<file path="src/rtl/mcp4922_rx.sv">
// SPI receiver/decoder for 16-bit MCP4922 DAC command frames, sampled in the clk domain.
// Optional frame/error statistics counters are enabled by defining MCP4922_RX_STATS_EN.
module mcp4922_rx #(
  parameter int SYNC_STAGES = 2
) (
  input  logic        clk,
  input  logic        reset,
  input  logic        cs_pin,
  input  logic        clk_pin,
  input  logic        data_pin,
  output logic        frame_valid,
  output logic        frame_axis,
  output logic        frame_buffered,
  output logic        frame_gain,
  output logic        frame_shutdown,
  output logic [11:0] frame_value,
  output logic        frame_error,
  output logic [11:0] dac_a,
  output logic [11:0] dac_b,
  output logic        busy,
`ifdef MCP4922_RX_STATS_EN
  output logic [15:0] frame_count,
  output logic [15:0] error_count,
`endif
  output logic        o_dbg_state
);

  // Handshake: frame_valid/frame_error are single-cycle strobes with no back-pressure;
  // the frame_* fields are valid in the frame_valid cycle and hold until the next good frame.

  typedef enum logic {ST_IDLE, ST_SHIFT} state_t;

  state_t                 r_state;
  state_t                 w_state_nxt;
  logic [SYNC_STAGES-1:0] r_cs_sync;
  logic [SYNC_STAGES-1:0] r_clk_sync;
  logic [SYNC_STAGES-1:0] r_data_sync;
  logic                   r_cs_hist;
  logic                   r_clk_hist;
  logic [15:0]            r_shift;
  logic [4:0]             r_count;
  logic                   r_end_pending;
  logic                   r_valid;
  logic                   r_error;
  logic [15:0]            r_frame;
  logic [11:0]            r_dac_a;
  logic [11:0]            r_dac_b;
  logic                   w_cs_s;
  logic                   w_clk_s;
  logic                   w_data_s;
  logic                   w_cs_fall;
  logic                   w_cs_rise;
  logic                   w_sclk_rise;
  logic                   w_start;
  logic                   w_end;
  logic                   w_shift_en;

  // CS and SCLK synchronizers idle high so no spurious edge appears out of reset.
  always_ff @(posedge clk or negedge reset) begin
    if (!reset) begin
      r_cs_sync   <= '1;
      r_clk_sync  <= '1;
      r_data_sync <= '0;
      r_cs_hist   <= 1'b1;
      r_clk_hist  <= 1'b1;
    end else begin
      r_cs_sync   <= {r_cs_sync[SYNC_STAGES-2:0], cs_pin};
      r_clk_sync  <= {r_clk_sync[SYNC_STAGES-2:0], clk_pin};
      r_data_sync <= {r_data_sync[SYNC_STAGES-2:0], data_pin};
      r_cs_hist   <= w_cs_s;
      r_clk_hist  <= w_clk_s;
    end
  end

  assign w_cs_s      = r_cs_sync[SYNC_STAGES-1];
  assign w_clk_s     = r_clk_sync[SYNC_STAGES-1];
  assign w_data_s    = r_data_sync[SYNC_STAGES-1];
  assign w_cs_fall   = r_cs_hist & ~w_cs_s;
  assign w_cs_rise   = ~r_cs_hist & w_cs_s;
  assign w_sclk_rise = w_clk_s & ~r_clk_hist;

  always_ff @(posedge clk or negedge reset) begin
    if (!reset) r_state <= ST_IDLE;
    else        r_state <= w_state_nxt;
  end

  // A CS edge always wins over a coincident SCLK edge.
  always_comb begin
    w_state_nxt = r_state;
    w_start     = 1'b0;
    w_end       = 1'b0;
    w_shift_en  = 1'b0;
    case (r_state)
      ST_IDLE: begin
        if (w_cs_fall) begin
          w_state_nxt = ST_SHIFT;
          w_start     = 1'b1;
        end
      end
      ST_SHIFT: begin
        if (w_cs_rise) begin
          w_state_nxt = ST_IDLE;
          w_end       = 1'b1;
        end else if (w_sclk_rise) begin
          w_shift_en = 1'b1;
        end
      end
      default: w_state_nxt = ST_IDLE;
    endcase
  end

  // Decode one cycle after the CS rise; a back-to-back start clears r_shift on the
  // same edge, but the decode reads the pre-clear value.
  always_ff @(posedge clk or negedge reset) begin
    if (!reset) begin
      r_shift       <= '0;
      r_count       <= '0;
      r_end_pending <= 1'b0;
      r_valid       <= 1'b0;
      r_error       <= 1'b0;
      r_frame       <= '0;
      r_dac_a       <= '0;
      r_dac_b       <= '0;
    end else begin
      r_end_pending <= w_end;
      r_valid       <= 1'b0;
      r_error       <= 1'b0;
      if (w_start) begin
        r_shift <= '0;
        r_count <= '0;
      end else if (w_shift_en) begin
        r_shift <= {r_shift[14:0], w_data_s};
        if (r_count != 5'd17) r_count <= r_count + 5'd1;
      end
      if (r_end_pending) begin
        if (r_count == 5'd16) begin
          r_valid <= 1'b1;
          r_frame <= r_shift;
          if (r_shift[15]) r_dac_b <= r_shift[12] ? r_shift[11:0] : 12'd0;
          else             r_dac_a <= r_shift[12] ? r_shift[11:0] : 12'd0;
        end else begin
          r_error <= 1'b1;
        end
      end
    end
  end

`ifdef MCP4922_RX_STATS_EN
  logic [15:0] r_frame_count;
  logic [15:0] r_error_count;

  always_ff @(posedge clk or negedge reset) begin
    if (!reset) begin
      r_frame_count <= '0;
      r_error_count <= '0;
    end else begin
      if (r_valid) r_frame_count <= r_frame_count + 16'd1;
      if (r_error) r_error_count <= r_error_count + 16'd1;
    end
  end

  assign frame_count = r_frame_count;
  assign error_count = r_error_count;
`endif

  assign frame_valid    = r_valid;
  assign frame_error    = r_error;
  assign frame_axis     = r_frame[15];
  assign frame_buffered = r_frame[14];
  assign frame_gain     = r_frame[13];
  assign frame_shutdown = r_frame[12];
  assign frame_value    = r_frame[11:0];
  assign dac_a          = r_dac_a;
  assign dac_b          = r_dac_b;
  assign busy           = ~w_cs_s;
  assign o_dbg_state    = (r_state == ST_SHIFT);

endmodule

</file>
<file path="config.mk">
export PLATFORM = sky130hd
export DESIGN_NAME = mcp4922_rx
export DESIGN_NICKNAME = d
export VERILOG_FILES = /design/src/rtl/mcp4922_rx.sv
export SDC_FILE = /design/constraint.sdc
export NUM_CORES = 1
export LEC_CHECK = 0
export BUFFER_PORTS_ARGS = -buffer_cell sky130_fd_sc_hd__buf_2
export CAP_MARGIN = 40
export CELL_PAD_IN_SITES_DETAIL_PLACEMENT = 2
export CELL_PAD_IN_SITES_GLOBAL_PLACEMENT = 2
export CORE_ASPECT_RATIO = 1.4
export CORE_MARGIN = 1
export CORE_UTILIZATION = 30
export CTS_BUF_LIST = sky130_fd_sc_hd__clkbuf_4 sky130_fd_sc_hd__clkbuf_8
export CTS_CLUSTER_SIZE = 10
export DETAILED_ROUTE_END_ITERATION = 6
export PLACE_DENSITY = 0.65
export SYNTH_ARGS = -nofsm -noshare
export SYNTH_HDL_FRONTEND = slang
export SYNTH_SLANG_ARGS = --single-unit
</file>
<file path="constraint.sdc">
create_clock -name clk -period 1.6 [get_ports clk]
set_input_delay 0.16 -clock clk [delete_from_list [all_inputs] [get_ports clk]]
set_output_delay 0.16 -clock clk [all_outputs]
set_load 0.02 [all_outputs]
</file>
**After elaboration in Yosys (flattened, before gate mapping)**

Cells that the tools add are included.
Widths: inputs -> output; s select.

- Add/subtract/negate cells: 1
- Eq/ne operators: 2
- Muxes and demuxes: 19
- Bitwise gates (word level): 8
- Reductions and logical operators: 6

Operator list:

| cell | number |
|---|---|
| $mux 16 | 2 |
| $mux 5 | 3 |
| $mux 1 | 12 |
| $mux 12 | 1 |
| $reduce_and 3->1 | 2 |
| $add 5x1->5 const B | 1 |
| $eq 5x5->1 const B | 1 |
| $ne 5x5->1 const B | 1 |
| $not 1->1 | 5 |
| $reduce_and 2->1 | 2 |
| $reduce_bool 2->1 | 2 |
| $and 1x1->1 | 3 |
| $pmux 1 s2 | 1 |

- Bits in registers: 73
- Logic and storage cells: 50
- Input port bits: 5

**Depth between registers and ports, before layout**

- Depth in word-level cells: 7
- Depth in mapped cells: 7

**Least setup slack after synthesis**

Ideal clock, no wire load.

- Kind: reg2reg
- Start point: reg r_count[0]
- End point: reg r_dac_b[10] (netlist: dac_b[10])
- Buffers on the path: 1
- Arrival: 1.463 ns
- Setup time: 0.125 ns
- Slack: 0.012 ns
- Data required time: 1.475 ns
- Cell stages (with the launch flop): 8
- Cells stage by stage: dfrtp_1 > inv_1 > ha_1 > nand4_4 > inv_6 > nand2_4 > buf_6 > mux2_4

- Word-level cells in the longest chain between the ends: 2

RTL lines:

| what | line | source |
|---|---|---|
| start, declared | 41 | `logic [4:0] r_count;` |
| start signal, assigned | 133 | `if (r_count != 5'd17) r_count <= r_count + 5'd1;` |
| $eq 5x5->1 | 136 | `if (r_count == 5'd16) begin` |
| $reduce_and 3->1 (no line) | n/a |  |
| end signal, assigned | 139 | `if (r_shift[15]) r_dac_b <= r_shift[12] ? r_shift[11:0] : 12'd0;` |
| end, declared | 47 | `logic [11:0] r_dac_b;` |

Every way passes these cells.
A chain may end at the register's enable or synchronous reset.

**Final worst setup path**

- Start point: reg r_clk_sync[1]
- End point: reg r_count[4]

- Word-level cells in the longest chain between the ends: 6

RTL lines:

| what | line | source |
|---|---|---|
| start, declared | 36 | `logic [SYNC_STAGES-1:0] r_clk_sync;` |
| start signal, assigned | 68 | `r_clk_sync <= {r_clk_sync[SYNC_STAGES-2:0], clk_pin};` |
| $and 1x1->1 | 80 | `assign w_sclk_rise = w_clk_s & ~r_clk_hist;` |
| $mux 1 | 104 | `end else if (w_sclk_rise) begin` |
| $mux 1 | 101 | `if (w_cs_rise) begin` |
| $mux 1 | 93 | `case (r_state)` |
| $reduce_bool 2->1 (no line) | n/a |  |
| $reduce_and 2->1 (no line) | n/a |  |

Every way passes these cells.

==> run metrics <==
Antenna Nets Post-Route=0; number of library cell types mapped by synthesis=32; Synth Area in Compound Gates=under 10%; Tcrit/Tclk final=102.4%; Detailed Route WL=7260 µm; core area=9512 µm²; main combinational cell family by area after synthesis=simple AND/OR/NAND/NOR gates; DRC viols=0; mux share of post-synthesis cell area=11.58%; most common cell after layout, fill and taps aside=nand2_1; max-cap viol count=0; status=finished, violations left; clk sink count=73; Reg-to-Reg Start=r_clk_sync[1]; Fmax=roughly 600 MHz; actual slew at the worst max-slew pin=around 0.49 ns; post-CTS setup buffer count=0; Slowest-stage cell, CP=dfstp_2; pin count of the biggest net entering global routing=37; kind of cell adding the most delay to the critical path=compound AO/OA/AOI/OAI gates; router iterations before antenna repair=4; max incr delay on CP=roughly 0.54 ns; Layout Skew=0.008840 ns; Syn Inst Count=252; CP Data Required Time=roughly 1.8 ns; P_leak=between 1.5 and 2 nW; Final setup viols=1; overflow left after global routing=0; Post-Synth Adder-Cell Area=1.273%; Chip Width=about 86 µm; dpl cell area=between 3000 and 4000 µm²; H-tree depth=3; M1 GR Usage=17.56%; vias=2070; XOR/XNOR share of the synthesized area=0.2970%; pre-CTS WS=-0.009490 ns; syn_nets=260; Vert. Die Dim=around 120 µm; Warnings, synthesis=0; Worst Path Arrival=between 1.5 and 2 ns; Iter 0 DRT Violations=87; Max VDD drop=0.0004326 V; Post-Syn Area=2949 µm²; unrepaired setup endpoints after global routing=yes; met2 Use GR=26.15%; fin util=~40%; vias per cell=4.510; clock root cell=clkbuf_8; sequential share of the synthesized area=62.20%; average size of a mapped cell=11.70 µm²; Worst Setup Slack, final=-0.03864 ns; Worst-path clk slew=0.08 ns; CTS Buf Count=9; CP Capture Type=register; design area=about 3800 µm²; Yosys reg bits=73; Final Hold Slack=between 0.3 and 0.4 ns; Layout area overhead=27.70%; Hold Path Class=in -> async; layout cells sized above 1=a little under two fifths; GP Congestion=0.7024; row count=42; Critical Path Source=r_clk_sync[1]; Critical Path Fanout Max=6; die area=10240 µm²; most frequent cells in the layout=82 x nand2_1, 67 x dfrtp_1, 47 x buf_2; Pwr Density=1018 nW/µm²; initial antenna violation count=0; Buf+Inv Stages, Crit Path=0; DP Wirelength=between 4000 and 5000 µm; Slew headroom=around two thirds; Slew Limit Fails=0; Setup TNS Final=-0.03864 ns; CP startpoint kind=register; ANT cells=0; CTS tree=done; latest clock arrival within the worst-skew pair=between 0.3 and 0.4 ns; GRT Max-Usage Layer=met2; fin crit period=1.639 ns; Starting Density=31.00%; routed len/inst=15.82 µm; crit-path cells=nand3b_1 -> or2_4 -> o311ai_2 -> o41ai_4; # IOs=about 50; crit path kind=reg -> reg; clock buffer depth=2; met3 Use GR=4.089%; vias in the first global route=2287; first-pass GRT wire length=11600 µm; simple-gate share of the synthesized area=17.10%; final hold violations=0; number of I/O port buffers=48; failing checks=setup timing; fin nets=330; overall routing resource usage=14.98%
[flip-flops by register name, indices dropped and copies added, names as in the netlist]
register and count:
r_clk_hist 1, dac_a 12, r_end_pending 1, r_count 5, r_cs_sync 2, r_frame 16, r_clk_sync 2, frame_valid 1
r_data_sync 2, o_dbg_state 1, r_shift 16, dac_b 12, frame_error 1, r_cs_hist 1
[cell usage after synthesis (all sizes together)]
cell type	number	share of area, %
nand3b	1	0.25
ha	3	1.3
nand3	2	0.34
nor3	2	0.34
xnor2	1	0.30
dfstp	6	5.3
nor2	4	0.59
buf	3	0.93
inv	7	1.1
a31oi	1	0.21
nor4bb	1	0.34
and2	12	2.5
or4	1	0.25
o41ai	1	0.30
dfrtp	67	57
a21oi	17	2.9
clkbuf	6	0.76
o21ai	2	0.34
nor2b	1	0.21
nand4	1	0.72
nand2	83	11
o211ai	1	0.25
o311ai	1	0.30
o31ai	2	0.51
or2	1	0.21
mux2	24	12
nand2b	1	0.47
[final timing paths]
check                                 end  slack [ns]  cells past startpoint
max                            r_count[4]       -0.04                      4
min                            r_count[0]        0.30                      2
max reg2reg                    r_count[4]       -0.04                      4
min reg2reg                r_data_sync[1]        0.35                      0
max in group asynchronous      r_shift[4]        0.69                      3
min in group clk           r_data_sync[1]        0.35                      0
[stage by stage]
| step | power, W | instances |
|---|---|---|
| floorplan | 0.002143 | 252 |
| global placement | 0.002308 | 438 |
| detailed placement | 0.002324 | 438 |
| CTS | 0.003828 | 458 |
| global route | 0.004020 | 459 |
| finish | 0.003834 | 459 |
[area by class of cell]
type,count,area (µm²)
sequential,73,1834
clock buffer,10,137.6
tap,132,165.2
timing repair buffer,67,420.4
multi-input combinational,164,1120
clock inverter,6,57.56
inverter,7,31.28
fill,1004,5746
[per-layer routing]
layer / up-vias / wire, µm / part of all wire (%)
li1: 959 / - / -
met1: 1069 / 3140 / 43
met2: 38 / 3838 / 53
met3: 4 / 240 / 3.3
met4: 0 / 41 / 0.56
met5: - / 0 / 0
[kinds of logic (layout without fill, tap and decap cells)]
group / count (synthesis) / in the layout
AO/OA/AOI/OAI: 25 / 25
XOR/XNOR: 1 / 1
adder cells (fa/ha/maj): 3 / 3
buffers and inverters: 16 / 90
flip-flops: 73 / 73
multiplexers: 24 / 24
AND/OR/NAND/NOR: 110 / 111
[report_power, final]
part | leakage, nW | internal, W | total (W) | switching (W)
clock | 0.102 | 0.000752 | 0.00147 | 0.000713
sequential | 0.988 | 0.00191 | 0.00195 | 0.0000422
combinational | 0.889 | 0.000183 | 0.000418 | 0.000235
total | 1.98 | 0.00284 | 0.00383 | 0.000990
[repair_timing]
| item | in CTS | in global routing |
|---|---|---|
| hold buffers | 4 | 0 |
| cloned | 0 | 1 |
| gates resized for setup | 3 | 11 |
| endpoints found under the setup margin | 10 | 28 |
| hold endpoints to repair | 31 | 0 |
Power figures use the tool's default switching activity.
